==> src/rtl/wfrm_bank_loader.sv <==
// Purpose : loads one AXI-Stream waveform frame into the idle half of a double-buffered
//           sample memory and swaps banks once the frame is complete and playback is idle.
// Latency : memory writes appear 1 cycle after the accepted beat; commit takes 1 cycle.
// Backpr. : tready is 1 except while a finished frame waits for play_busy to drop.
// Ports   : axi_tclk/axi_treset   clock, synchronous active-high reset
//           s_axis_*              waveform stream; the first beat carries tdest and length (tuser)
//           mem_*                 registered write port, address = {bank, word index}
//           play_busy             playback owns the active bank, so a swap must wait
//           active_bank/wfrm_len/frame_cnt  committed state; wfrm_done/err_len/err_hdr  pulses
module wfrm_bank_loader #(
    parameter int         ADDR_W  = 12,
    parameter logic [3:0] DEST_ID = 4'b0010
) (
    input  logic              axi_tclk,
    input  logic              axi_treset,
    input  logic [31:0]       s_axis_tdata,
    input  logic              s_axis_tvalid,
    input  logic              s_axis_tlast,
    input  logic [3:0]        s_axis_tkeep,
    input  logic [3:0]        s_axis_tdest,
    input  logic [3:0]        s_axis_tid,
    input  logic [31:0]       s_axis_tuser,
    output logic              s_axis_tready,
    output logic              mem_we,
    output logic [3:0]        mem_wbe,
    output logic [ADDR_W:0]   mem_waddr,
    output logic [31:0]       mem_wdata,
    input  logic              play_busy,
    output logic              active_bank,
    output logic [31:0]       wfrm_len,
    output logic              wfrm_done,
    output logic              err_len,
    output logic              err_hdr,
    output logic [15:0]       frame_cnt
);

    localparam logic [1:0] ST_IDLE   = 2'd0;
    localparam logic [1:0] ST_LOAD   = 2'd1;
    localparam logic [1:0] ST_DRAIN  = 2'd2;
    localparam logic [1:0] ST_COMMIT = 2'd3;

    localparam logic [32:0]     MAX_LEN = 33'd1 << ADDR_W;
    localparam logic [ADDR_W:0] CNT_ONE = 1;

    logic [1:0]        state;
    logic [ADDR_W:0]   cnt;
    logic [ADDR_W:0]   len;
    logic              accept;
    logic              hdr_bad;
    logic              wr_en;
    logic [ADDR_W-1:0] wr_idx;
    logic [ADDR_W:0]   cnt_nxt;
    logic              unused_tid;

    assign unused_tid = ^s_axis_tid;

    assign s_axis_tready = (state != ST_COMMIT);
    assign accept        = s_axis_tvalid & s_axis_tready;
    // Length is compared in 33 bits so tuser values near 2^32 cannot wrap below the limit.
    assign hdr_bad = (s_axis_tdest != DEST_ID) || (s_axis_tuser == 32'd0) ||
                     ({1'b0, s_axis_tuser} > MAX_LEN);
    assign cnt_nxt = cnt + CNT_ONE;
    assign wr_en   = accept && (((state == ST_IDLE) && !hdr_bad) || (state == ST_LOAD));
    // In LOAD cnt < len <= 2^ADDR_W, so the low ADDR_W bits are the full word index.
    assign wr_idx  = (state == ST_IDLE) ? '0 : cnt[ADDR_W-1:0];

    // Write port: the bank being loaded is always the one playback is not reading.
    always_ff @(posedge axi_tclk) begin
        if (axi_treset) begin
            mem_we    <= 1'b0;
            mem_wbe   <= 4'd0;
            mem_waddr <= '0;
            mem_wdata <= 32'd0;
        end else begin
            mem_we <= wr_en;
            if (wr_en) begin
                mem_wbe   <= s_axis_tkeep;
                mem_waddr <= {~active_bank, wr_idx};
                mem_wdata <= s_axis_tdata;
            end
        end
    end

    always_ff @(posedge axi_tclk) begin
        if (axi_treset) begin
            state       <= ST_IDLE;
            cnt         <= '0;
            len         <= '0;
            active_bank <= 1'b0;
            wfrm_len    <= 32'd0;
            wfrm_done   <= 1'b0;
            err_len     <= 1'b0;
            err_hdr     <= 1'b0;
            frame_cnt   <= 16'd0;
        end else begin
            wfrm_done <= 1'b0;
            err_len   <= 1'b0;
            err_hdr   <= 1'b0;
            case (state)
                ST_IDLE: begin
                    if (accept) begin
                        if (hdr_bad) begin
                            err_hdr <= 1'b1;
                            state   <= s_axis_tlast ? ST_IDLE : ST_DRAIN;
                        end else begin
                            len <= s_axis_tuser[ADDR_W:0];
                            cnt <= CNT_ONE;
                            if (s_axis_tlast) begin
                                if (s_axis_tuser == 32'd1) begin
                                    state <= ST_COMMIT;
                                end else begin
                                    err_len <= 1'b1;
                                    state   <= ST_IDLE;
                                end
                            end else if (s_axis_tuser == 32'd1) begin
                                // single-word waveform but the frame keeps going
                                err_len <= 1'b1;
                                state   <= ST_DRAIN;
                            end else begin
                                state <= ST_LOAD;
                            end
                        end
                    end
                end
                ST_LOAD: begin
                    if (accept) begin
                        cnt <= cnt_nxt;
                        if (cnt_nxt == len) begin
                            if (s_axis_tlast) begin
                                state <= ST_COMMIT;
                            end else begin
                                err_len <= 1'b1;
                                state   <= ST_DRAIN;
                            end
                        end else if (s_axis_tlast) begin
                            err_len <= 1'b1;
                            state   <= ST_IDLE;
                        end
                    end
                end
                ST_DRAIN: begin
                    if (accept && s_axis_tlast) begin
                        state <= ST_IDLE;
                    end
                end
                ST_COMMIT: begin
                    if (!play_busy) begin
                        active_bank <= ~active_bank;
                        wfrm_len    <= 32'(len);
                        wfrm_done   <= 1'b1;
                        frame_cnt   <= frame_cnt + 16'd1;
                        state       <= ST_IDLE;
                    end
                end
                default: state <= ST_IDLE;
            endcase
        end
    end

endmodule

==> config.mk <==
export PLATFORM = sky130hd
export DESIGN_NAME = wfrm_bank_loader
export DESIGN_NICKNAME = d
export VERILOG_FILES = /design/src/rtl/wfrm_bank_loader.sv
export SDC_FILE = /design/constraint.sdc
export NUM_CORES = 1
export LEC_CHECK = 0
export CAP_MARGIN = 20
export CORE_MARGIN = 8
export CORE_UTILIZATION = 42
export CTS_BUF_LIST = sky130_fd_sc_hd__clkbuf_4
export DETAILED_ROUTE_END_ITERATION = 7
export PLACE_DENSITY = 0.82
export SYNTH_ARGS = -nofsm -noshare
export SYNTH_HDL_FRONTEND = slang
export SYNTH_SLANG_ARGS = --single-unit
==> constraint.sdc <==
create_clock -name axi_tclk -period 2.7 [get_ports axi_tclk]
set_input_delay 0.27 -clock axi_tclk [delete_from_list [all_inputs] [get_ports axi_tclk]]
set_output_delay 0.27 -clock axi_tclk [all_outputs]
set_load 0.05 [all_outputs]
**Yosys cells after proc, flatten, opt, wreduce, memory -nomap -nowiden**

Index checks and enable logic that the tools add are counted.
Widths: inputs -> output; s select.

- Register bits: 111
- Output and inout bits: 103
- Logic and storage cells: 82

- Add/sub/neg operators: 2
- $lt $le $gt $ge: 1
- Equality and inequality tests: 13
- Multiplexer cells: 30
- Bitwise gates (word level): 7
- Reduce and logical (&&, ||, !) cells: 16

Operators by type and width:

| operator | number |
|---|---|
| $mux 13 | 3 |
| $eq 32x1->1 const B | 1 |
| $gt 32x13->1 const B | 1 |
| $logic_not 32->1 | 1 |
| $pmux 13 s2 | 1 |
| $mux 2 | 11 |
| $add 16x1->16 const B | 1 |
| $add 13x1->13 const B | 1 |
| $eq 13x13->1 | 1 |
| $mux 1 | 12 |
| $mux 12 | 1 |
| $ne 2x2->1 const B | 6 |
| $pmux 2 s4 | 1 |
| $not 1->1 | 6 |
| $reduce_and 5->1 | 1 |
| $eq 2x2->1 const B | 2 |
| $ne 4x2->1 const B | 1 |
| $reduce_and 4->1 | 1 |
| $logic_and 1x1->1 | 3 |
| $logic_or 1x1->1 | 3 |
| $ne 3x2->1 const B | 1 |
| $reduce_and 3->1 | 1 |
| $reduce_or 3->1 | 1 |
| $eq 2x1->1 const B | 1 |
| other kinds (7) | 7 |

**Longest topological paths before layout**

Gate-level depths: netlist (run 1).

- Depth after elaboration: 7
- Mapped depth: 13

**Least setup slack after synthesis (run 1)**

Ideal clock, no wire load.

- Kind: flip-flop to flip-flop
- Start: register cnt[10]
- End: register err_len
- Library setup time: 0.131 ns
- Data arrival time: 2.405 ns
- Setup slack: 0.164 ns
- Stages on the path, launching flop included: 11
- Cell sequence: dfxtp_1 clkbuf_1 inv_1 or4_1 xnor2_1 a2111oi_1 and3_1 ha_1 and2_1 a41oi_1 nor3_1

- Word-level cells in the longest chain between the ends: 5

RTL lines:

| element | line | RTL |
|---|---|---|
| from (decl) | 46 | `logic [ADDR_W:0] cnt;` |
| from (signal assigned) | 127 | `cnt <= cnt_nxt;` |
| $add 13x1->13 | 62 | `assign cnt_nxt = cnt + CNT_ONE;` |
| $eq 13x13->1 | 128 | `if (cnt_nxt == len) begin` |
| $mux 1 | 128 |  |
| $mux 1 | 126 | `if (accept) begin` |
| $pmux 1 s2 | 99 | `case (state)` |
| to (signal assigned) | 97 | `err_len <= 1'b0;` |
| to (signal assigned) | 132 | `err_len <= 1'b1;` |
| to (signal assigned) | 136 | `err_len <= 1'b1;` |
| to (decl) | 32 | `output logic err_len,` |

Every way passes these cells.
A chain may end at the register's enable or synchronous reset.

**Final worst setup path (run 1)**

- Start: register cnt[6]
- End: register state[0]

- Word-level cells in the longest chain between the ends: 5
- Elaborated cells between the ends (all ways): 7

RTL lines:

| element | line | RTL |
|---|---|---|
| $add 13x1->13 * | 62 |  |
| $eq 13x13->1 * | 128 |  |
| $mux 2 | 128 |  |
| $mux 2 | 126 |  |
| $pmux 2 s4 | 99 |  |
| to (signal assigned) | 104 | `state <= s_axis_tlast ? ST_IDLE : ST_DRAIN;` |
| to (decl) | 45 | `logic [1:0] state;` |

Every way passes the cells marked *; elsewhere a longest branch is shown, timed or not. The select of a mux whose other input is x is not followed.

==> impl_metrics.json, run 1 <==
{
  "status": "finished, final reports clean",
  "synth_top_area_cell": "dfxtp_1",
  "worstMarginPinSlew_ns": 0.940,
  "ant_nets": 0,
  "p_sw_mw": 0.875,
  "holdPathStages": 2,
  "muxShareOfSynthArea_pct": 2.76,
  "met1_usage_pct": 21.5,
  "cts_tree": "built",
  "synthTopCellsByCount": "dfxtp_1 (111), a21oi_1 (66), nand2_1 (54)",
  "clk_pin_slew_ns": 0.16,
  "syn_inst": 601,
  "busiest_layer": "met2",
  "hold_viol": 0,
  "grt_use_total_pct": 18.5,
  "synth_ff_type": "dfxtp_1",
  "ff2ff_path_depth": 12,
  "die_area_mm2": 0.0159,
  "io_pins": 184,
  "area_growth_syn_to_layout_pct": 38.0,
  "crit_path_max_incr_delay_ns": 0.34,
  "p_comb_share_pct": 17.2,
  "instances_no_fill": 906,
  "met2_usage_pct": 31.5,
  "p_int_mw": 2.26,
  "first_global_vias": 4757,
  "fin_util_pct": 58.9,
  "power_switching_share_pct": 27.9,
  "endpoint_kind": "flip-flop",
  "p_per_area_mw_per_mm2": 447,
  "setup_violations": 0,
  "gp_congestion": 0.862,
  "cts_made_buffers": 9,
  "worstPathArrival_ns": 2.90,
  "clockRootBuffer": "clkbuf_4",
  "coreArea_mm2": 0.0119,
  "yosysSeqAreaShare_pct": 43.7,
  "drt_iter0_drc": 343,
  "skew_ns": 0.0161,
  "drv_cap": 0,
  "hold_slack_ns": 0.199,
  "slew_violations": 0,
  "dpl_cell_area_mm2": 0.00678,
  "slew_headroom_pct": 37.4,
  "seq_power_share_pct": 53.9,
  "dieHeight_um": 126,
  "placed_cells_incl_taps": 891,
  "synth-seq-cells": 111,
  "cp_data_required_time_ns": 3.07,
  "yosys.cell_types.count": 54,
  "yosys.area_share.simple_pct": 20.3,
  "final.min_clock_period_ns": 2.54,
  "syn_area_mm2": 0.00508,
  "start_kind": "flip-flop",
  "yosysWarnings": 0,
  "place_ws_ns": -0.0827,
  "vias_per_cell": 5.44,
  "synth_edf_count": 0,
  "grt_overflow": 0,
  "synth_top_family_by_area": "simple AND/OR/NAND/NOR gates",
  "htreeDepth": 3,
  "synth_xor_area_share_pct": 5.51,
  "dp.final_hpwl_mm": 11.7,
  "setup-tns-final_ns": 0,
  "period_share_pct": 94.0,
  "synth_area_leaders": "dfxtp_1 (44%), a21oi_1 (6.5%), nand3_1 (4.6%)",
  "drc": 0,
  "post_synth.cell_area_avg_um2": 8.46,
  "fp.dieW_um": 126,
  "grt_use_met3_pct": 4.77,
  "grt_pass1_wl_mm": 24.2,
  "clockPowerShare_pct": 28.9,
  "grt_max_degree": 47,
  "total_power_mw": 3.14,
  "synth_top_area_share_pct": 43.7,
  "vias": 4932,
  "portBuffers": 160,
  "wl_per_cell_um": 17.1,
  "cts_sinks": 111,
  "stdcell_area_mm2": 0.00702,
  "hp-class": "in -> reg",
  "ctsHoldBuffers": 0,
  "n_fill_cell": 1049,
  "rows": 40,
  "crit_chain": "buf_4, maj3_1, and3_1, a2111oi_2, a2111oi_2, and3_1, ha_1, a21oi_1, o21ai_1, nand2_1, o41ai_1, a22o_1",
  "drive_above_1_share_pct": 9.35,
  "antenna_found_initial": 0,
  "cts_buffer_depth": 2,
  "setup_slack_ns": 0.162,
  "diodes": 0,
  "ir_worst_vdd_v": 0.000262,
  "start_util_pct": 42.7,
  "nets": 840,
  "synthArstFlopShare_pct": 0,
  "synth_compound_area_share_pct": 18.6,
  "slowest_stage": "maj3_1",
  "first_pass_iters": 5,
  "critical_path_class": "reg -> reg",
  "yosysMostFrequentCell": "dfxtp_1",
  "clk_latency_ns": 0.46,
  "leakagePower_nw": 2.51,
  "wl_mm": 15.5,
  "synth_fa_ha_area_share_pct": 0.935,
  "max_freq_mhz": 394,
  "cp_max_fo": 10
}
==> critical path: cells and delay by family (launching register included) <==
family,cells,cell delay (ns)
AOI/OAI and AO/OA,6,0.96
adders and majority gates,2,0.52
buffers and inverters,1,0.17
DFF,1,0.33
and+or+nand+nor,3,0.48
==> path summary, 6_finish.rpt <==
path / startpoint / end / slack, ns
worst max-delay path: cnt[6] / state[0] / 0.16
worst min-delay path: axi_treset / cnt[0] / 0.20
worst max register to register: cnt[6] / state[0] / 0.16
worst min register to register: wfrm_len[9] / wfrm_len[9] / 0.47
==> placed cells by master, fill, tap and decap left out, types with 3 or more instances in the layout <==
cell,n
o21ai_0,41
buf_4,33
mux2i_1,13
clkbuf_4,11
and3_1,9
nand4_1,9
and2_1,3
xnor2_1,16
a311oi_1,10
xor2_1,16
nand2_1,54
a21oi_1,66
nor4_1,7
inv_1,5
nand3_1,46
conb_1,19
a31oi_1,4
nor3_1,9
clkdlybuf4s50_1,159
or3_1,7
dfxtp_1,109
nor4_2,3
o21ai_1,12
a22o_1,13
nor2_1,39
==> flip-flops by register name (all words and copies together), names as in the netlist, 2 cells and up <==
| signal | cells |
|---|---|
| frame_cnt | 16 |
| state | 2 |
| mem_wdata | 32 |
| mem_waddr | 13 |
| len | 13 |
| mem_wbe | 4 |
| cnt | 13 |
| wfrm_len | 13 |
==> cells by family (layout without fill, tap and decap cells) <==
family,Yosys count,after routing
XOR/XNOR,32,32
multiplexers,14,14
AND/OR/NAND/NOR,206,206
other,1,19
AO/OA/AOI/OAI,160,160
buffers and inverters,73,213
flip-flops,111,111
adder cells (fa/ha/maj),4,4
==> per-layer routing <==
layer / routed length (um) / vias to the layer above / share of wire [%]
met5: 0 / - / 0
met3: 1070 / 23 / 6.9
li1: - / 2398 / -
met1: 6350 / 2359 / 41
met2: 7800 / 152 / 50
met4: 322 / 0 / 2.1
==> power groups by stage <==
stage,Combinational [mW],Clock [mW],Sequential (mW)
CTS,0.538,0.934,1.69
detailed placement,0.537,0,1.72
global placement,0.527,0,1.72
global route,0.572,0.978,1.69
finish,0.539,0.907,1.69
floorplan,0.260,0,1.80
==> what timing repair did <==
item / 4_1_cts / 5_1_grt
pin swaps: 0 / 5
buffers inserted: 0 / 1
endpoints found under the setup margin: 1 / 2
gates resized for setup: 3 / 14
==> layout make-up <==
class | instances | area [um2] | area share [%]
Clock buffer | 11 | 82.6 | 1.18
Clock inverter | 3 | 68.8 | 0.981
Sequential cell | 111 | 2220 | 31.7
Multi-Input combinational cell | 435 | 2590 | 36.9
Tap cell | 147 | 184 | 2.62
Timing Repair Buffer | 193 | 1840 | 26.3
Inverter | 6 | 22.5 | 0.321
No activity file was read; power rests on OpenSTA's default activity.
==> run 2: changes to the inputs <==
--- a/config.mk
+++ b/config.mk
@@ -5,7 +5,6 @@
 export SDC_FILE = /design/constraint.sdc
 export NUM_CORES = 1
 export LEC_CHECK = 0
-export CAP_MARGIN = 20
 export CORE_MARGIN = 8
 export CORE_UTILIZATION = 42
 export CTS_BUF_LIST = sky130_fd_sc_hd__clkbuf_4
==> results of run 2 <==
No change in the layout: final DEF, timing and power equal those of run 1.
